## src/rtl/fetch_controller.sv

```systemverilog
// fetch_controller
//   IF-stage sequencer for the synchronous instruction memory. Owns the PC,
//   drives the memory word address, tracks the one-cycle read latency,
//   replays the held address under decode back-pressure and kills the
//   in-flight fetch on an execute redirect.
//
// Optional feature macro: FETCH_PERF_EN adds three wrapping 32-bit
//   performance counters (perf_fetched, perf_stall_cycles, perf_redirects).
//
// Ports
//   clock          in   system clock, posedge
//   reset          in   synchronous, active-high
//   imem_addr      out  word index {22'b0, pc[11:2]} presented this cycle
//   imem_instr     in   memory data for the address presented last cycle
//   stall          in   decode cannot accept the current if_* triple
//   redirect_valid in   taken branch/jump, overrides stall
//   redirect_pc    in   redirect byte address, bits [1:0] ignored
//   if_valid       out  if_pc/if_instr carry a live instruction
//   if_pc          out  byte PC of if_instr
//   if_instr       out  fetched instruction, NOP when if_valid=0
module fetch_controller #(
  parameter logic [31:0] RESET_PC = 32'h0000_0000
) (
  input  logic        clock,
  input  logic        reset,
  output logic [31:0] imem_addr,
  input  logic [31:0] imem_instr,
  input  logic        stall,
  input  logic        redirect_valid,
  input  logic [31:0] redirect_pc,
  output logic        if_valid,
  output logic [31:0] if_pc,
  output logic [31:0] if_instr
`ifdef FETCH_PERF_EN
  ,
  output logic [31:0] perf_fetched,
  output logic [31:0] perf_stall_cycles,
  output logic [31:0] perf_redirects
`endif
);

  localparam logic [1:0] BOOT = 2'd0;
  localparam logic [1:0] RUN  = 2'd1;
  localparam logic [1:0] HOLD = 2'd2;

  localparam logic [31:0] NOP = 32'h0000_0013;

  logic [1:0]  state_q, state_d;
  // PC whose data is on imem_instr this cycle.
  logic [31:0] req_pc_q, req_pc_d;
  // Byte address presented to memory this cycle.
  logic [31:0] next_pc;
  logic [31:0] redirect_aligned;

  assign redirect_aligned = redirect_pc & ~32'd3;

  always_comb begin
    state_d  = state_q;
    next_pc  = req_pc_q;
    if (redirect_valid) begin
      next_pc = redirect_aligned;
      state_d = RUN;
    end else begin
      case (state_q)
        BOOT: begin
          next_pc = RESET_PC;
          state_d = RUN;
        end
        RUN, HOLD: begin
          if (stall) begin
            // Replay: memory re-reads the same word while decode is blocked.
            next_pc = req_pc_q;
            state_d = HOLD;
          end else begin
            next_pc = req_pc_q + 32'd4;
            state_d = RUN;
          end
        end
        default: begin
          next_pc = RESET_PC;
          state_d = BOOT;
        end
      endcase
    end
    req_pc_d = next_pc;
  end

  always_ff @(posedge clock) begin
    if (reset) begin
      state_q  <= BOOT;
      req_pc_q <= RESET_PC;
    end else begin
      state_q  <= state_d;
      req_pc_q <= req_pc_d;
    end
  end

  assign imem_addr = {22'b0, next_pc[11:2]};

  // Redirect kills whatever is being fetched this cycle.
  assign if_valid = (state_q == RUN || state_q == HOLD) && !redirect_valid;
  assign if_pc    = req_pc_q;
  assign if_instr = if_valid ? imem_instr : NOP;

`ifdef FETCH_PERF_EN
  logic [31:0] perf_fetched_q, perf_stall_q, perf_redirects_q;

  always_ff @(posedge clock) begin
    if (reset) begin
      perf_fetched_q   <= '0;
      perf_stall_q     <= '0;
      perf_redirects_q <= '0;
    end else begin
      if (if_valid && !stall && !redirect_valid)
        perf_fetched_q <= perf_fetched_q + 32'd1;
      if (if_valid && stall)
        perf_stall_q <= perf_stall_q + 32'd1;
      if (redirect_valid)
        perf_redirects_q <= perf_redirects_q + 32'd1;
    end
  end

  assign perf_fetched      = perf_fetched_q;
  assign perf_stall_cycles = perf_stall_q;
  assign perf_redirects    = perf_redirects_q;
`endif

endmodule

```

## config.mk

```make
export PLATFORM = sky130hd
export DESIGN_NAME = fetch_controller
export DESIGN_NICKNAME = d
export VERILOG_FILES = /design/src/rtl/fetch_controller.sv
export SDC_FILE = /design/constraint.sdc
export NUM_CORES = 1
export LEC_CHECK = 0
export CORE_AREA = 2 2 83 85
export CTS_CLUSTER_SIZE = 25
export DETAILED_ROUTE_END_ITERATION = 8
export DIE_AREA = 0 0 85 87
export GPL_ROUTABILITY_DRIVEN = 1
export PLACE_DENSITY = 0.85
export SYNTH_ARGS = -nofsm -noshare
export SYNTH_HDL_FRONTEND = slang
export SYNTH_SLANG_ARGS = --single-unit
```

## constraint.sdc

```tcl
create_clock -name clock -period 3.1 [get_ports clock]
set_input_delay 0.62 -clock clock [delete_from_list [all_inputs] [get_ports clock]]
set_output_delay 0.62 -clock clock [all_outputs]
set_load 0.05 [all_outputs]
```

* Word-level counts from Yosys, hierarchy flattened
Cells that the tools add are included.
** Storage, ports and cells
- Bits of input ports :: 68
- Register bits :: 34
** Operators by class
- Reduce and logical (&&, ||, !) cells :: 7
- Bitwise operators :: 1
- Muxes and demuxes :: 7
- $add $sub $neg :: 1
- Equality and inequality tests :: 3
** Operators by type and width (count)
- 32-bit 2-to-1 mux :: 4
- 32-bit by 3-bit adder with 32-bit output, second input constant :: 1
- 2-bit one-hot mux with 2 select lines :: 1
- 2-bit OR reduction :: 2
- 3-bit != test, second input constant :: 1
- 3-bit OR reduction :: 1
- 2-bit by 1-bit equality test with 1-bit output, second input constant :: 1
- 2-bit equality test, second input constant :: 1
- 2-bit logical NOT :: 1
- 2-bit 2-to-1 mux :: 1
- 1-bit logical AND :: 1
- 1-bit logical NOT :: 1
- 1-bit logical OR :: 1
- 1-bit 2-to-1 mux :: 1
- 1-bit NOT :: 1

* Logic depth before layout (Yosys ltp)
- Depth after elaboration :: 4
- Gate-level depth with buffers :: 9

* Worst setup path before layout
No wires, ideal clock.
- Path kind :: input -> output
- Start point :: input redirect_valid
- End point :: output if_instr[22]
- Setup slack :: 0.188 ns
- Required time :: 2.480 ns
- Arrival :: 2.292 ns
- Buffers on the path :: 3
- Cell stages on the path :: 6
- Cells stage by stage :: clkbuf_2 > nand2b_1 > clkbuf_1 > clkinv_1 > clkbuf_1 > and2_1
** Between the ends
- Longest elaborated chain between the ends :: 3
** Ends and longest elaborated chain
- start: declaration :: line 29 : input logic redirect_valid,
- 1-bit logical NOT :: line 101 : assign if_valid = (state_q == RUN || state_q == HOLD) && !redirect_valid;
- 1-bit logical AND :: line 101
- via if_valid :: line 31 : output logic if_valid,
- 32-bit 2-to-1 mux :: line 103 : assign if_instr = if_valid ? imem_instr : NOP;
- end: declaration :: line 33 : output logic [31:0] if_instr
The timed path passes the listed nets, and every way through them passes these cells.

* Worst setup path in the final report
- Start point :: input stall
- End point :: output imem_addr[9]
** Between the ends
- Longest elaborated chain between the ends :: 3
** Ends and longest elaborated chain
- start: declaration :: line 28 : input logic stall,
- 32-bit 2-to-1 mux :: line 70 : if (stall) begin
- 32-bit 2-to-1 mux :: line 64 : case (state_q)
- 32-bit 2-to-1 mux :: line 60 : if (redirect_valid) begin
- end: declaration :: line 26 : output logic [31:0] imem_addr,
Every way passes these cells. The select of a mux whose other input is x is not followed.

==> impl_metrics.env <==
export IMPL_fp_coreArea_um2=6570
export IMPL_status="finished clean"
export IMPL_io_buffer_count=138
export IMPL_place_gp_congestion=0.880
export IMPL_cp_start_kind="input port"
export IMPL_worst_pin_slew_ns=0.535
export IMPL_num_antenna_cells=0
export IMPL_worstSetupPathType="input port to primary output"
export IMPL_dieHeight_um=87
export IMPL_pin_count=165
export IMPL_first_pass_iters=5
export IMPL_synth_top_cell_by_area="dfxtp_1"
export IMPL_htreeDepth=2
export IMPL_ys_ff_latch=32
export IMPL_setup_viol=0
export IMPL_root_buffer="clkbuf_8"
export IMPL_yosys_warnings=0
export IMPL_tns_ns=0
export IMPL_viasPerCell=5.41
export IMPL_p_int_w=0.000885
export IMPL_hold_class="flip-flop to flip-flop"
export IMPL_ir_worst_vdd_uv=230
export IMPL_start_util_pct=37.9
export IMPL_yosysMostFrequentCell="nand2_1"
export IMPL_pwr_share_comb_pct=39.3
export IMPL_area_growth_pct=59.0
export IMPL_endpoint_kind="primary output"
export IMPL_route_detailed_drc=0
export IMPL_post_cts_resized=0
export IMPL_reg2regPathDepth=5
export IMPL_leakage_nw=1.58
export IMPL_cts_tree="built"
export IMPL_finalCriticalPeriod_ns=2.91
export IMPL_cts_buffer_depth=2
export IMPL_rr_endpoint="if_pc[20]"
export IMPL_grtUsageTotal_pct=22.4
export IMPL_p_per_area_nw_per_um2=362
export IMPL_p_sw_w=0.000549
export IMPL_post_cts_setup_buffers=0
export IMPL_numCtsBuffers=5
export IMPL_drive_gt1_share_pct=14.9
export IMPL_hold_end="if_pc[21]"
export IMPL_nets=532
export IMPL_synth_cells=333
export IMPL_antenna_found_initial=0
export IMPL_hpwl_um=6480
export IMPL_grt_pass1_vias=2839
export IMPL_slew_violations=0
export IMPL_synth_distinct_cells=56
export IMPL_clkLatencyLatePin_ns=0.29
export IMPL_wl_per_cell_um=15.6
export IMPL_cts_sinks=32
export IMPL_relSlewSlack_pct=64.2
export IMPL_fin_skew_ns=0.00843
export IMPL_r2r_start="if_pc[2]"
export IMPL_swShare_pct=38.3
export IMPL_hold_viol=0
export IMPL_synth_top_area_share_pct=25.7
export IMPL_max_clock_freq_mhz=343
export IMPL_seq_area_frac_synth_pct=25.7
export IMPL_syn_area_per_cell_um2=7.48
export IMPL_grt_max_degree=31
export IMPL_dr_total_vias=2930
export IMPL_worstPathArrival_ns=2.29
export IMPL_fp_dieArea_um2=7400
export IMPL_cp_required_ns=2.48
export IMPL_hold_depth=2
export IMPL_dieWidth_um=85
export IMPL_drt_total_wl_um=8450
export IMPL_yosys_top_cells_count="nand2_1, buf_4, dfxtp_1, and2_1, o21ai_0"
export IMPL_cts_hold_buf=0
export IMPL_first_iter_violations=141
export IMPL_p_seq_share_pct=32.4
export IMPL_yosys_top_cells_area="dfxtp_1, buf_4, and2_1, nand2_1, o21ai_0"
export IMPL_rows=30
export IMPL_overflow=0
export IMPL_synth_flop_cell="dfxtp_1"
export IMPL_fin_crit_sh_pct=94.0
export IMPL_synth_edf_count=0
export IMPL_max_cap_violations=0
export IMPL_cp_max_fo=6
export IMPL_hp_start="if_pc[21]"
export IMPL_rsz0062_at_grt="no"
export IMPL_ff2ff_setup_slack_ns=1.00
export IMPL_synth_area_um2=2490
export IMPL_synthArstFlopShare_pct=0
export IMPL_grt_pass1_wl_um=13400
export IMPL_final_antenna_net_count=0
export IMPL_power_frac_clock_pct=28.3
export IMPL_whs_ns=0.541
export IMPL_clk_pin_slew_ns=0.07
how the worst max path moves through the flow:
stage | from | to | slack [ns]
finish | stall | imem_addr[9] | 0.19
CTS | stall | imem_addr[9] | 0.21
global route | stall | imem_addr[9] | 0.06
floorplan | redirect_valid | if_instr[22] | 0.19
detailed placement | stall | imem_addr[9] | 0.24
global placement | stall | imem_addr[9] | 0.27
per-layer routing:
metal | vias up | track usage (%) | routed length, um
met5 | - | 0 | 0
met4 | 0 | 5.77 | 121
li1 | 1401 | - | -
met2 | 153 | 37.2 | 4190
met1 | 1364 | 27.8 | 3330
met3 | 12 | 7.87 | 805
per-stage QoR:
step	power, W	setup WS (ns)	util (%)	instances	area [um2]
3_5_place_dp	0.00104	0.240	58.7	534	3850
5_1_grt	0.00149	0.0630	60.3	542	3960
4_1_cts	0.00144	0.206	60.3	542	3960
2_1_floorplan	0.000839	0.188	-	356	2580
3_3_place_gp	0.00103	0.275	58.7	534	3850
6_report	0.00143	0.186	60.3	542	3960
area by class of cell:
class | instances | area (um2)
clock buffers | 6 | 72.6
fillers | 559 | 2610
clock inverters | 2 | 35.0
inverters | 6 | 22.5
repair buffers | 150 | 1500
multi-input cells | 266 | 1590
flip-flops and latches | 32 | 641
well taps | 80 | 100
kinds of logic (layout without fill, tap and decap cells):
family,Yosys count,count (layout),synth area share (%)
simple gates,162,162,36.8
compound gates,67,67,18.2
flops,32,32,25.7
other cells,1,24,0.151
fa+ha+maj,3,3,1.51
buf+inv,58,164,14.0
mux,2,2,0.854
xor+xnor,8,8,2.81
registers in the layout, indices dropped and copies added (netlist names):
register	count
state_q	2
if_pc	30
worst max-delay path, stage by stage:
cell,delay (ns)
clkdlybuf4s50_1,0.49
nand4b_1,0.24
nor3_1,0.27
xnor2_1,0.12
o21ai_0,0.36
buf_12,0.19
power by group through the flow:
stage / clock (W) / combinational, W / sequential (W)
6_report: 0.000406 / 0.000564 / 0.000464
5_1_grt: 0.000434 / 0.000593 / 0.000468
4_1_cts: 0.000412 / 0.000565 / 0.000463
3_5_place_dp: 0 / 0.000563 / 0.000472
3_3_place_gp: 0 / 0.000557 / 0.000471
2_1_floorplan: 0 / 0.000309 / 0.000530
placed cells by master, fill, tap and decap left out, types with 8 or more instances in the layout:
cell              n
nand3_1          16
o21ai_0          17
conb_1           24
a21oi_1          13
nor2b_1           8
nor3_1           11
dfxtp_1          32
buf_12           11
buf_4            44
and2_1           31
nor2_1           11
nand4_1          11
clkdlybuf4s50_1  95
nand2_1          37
Power figures use the tool's default switching activity.
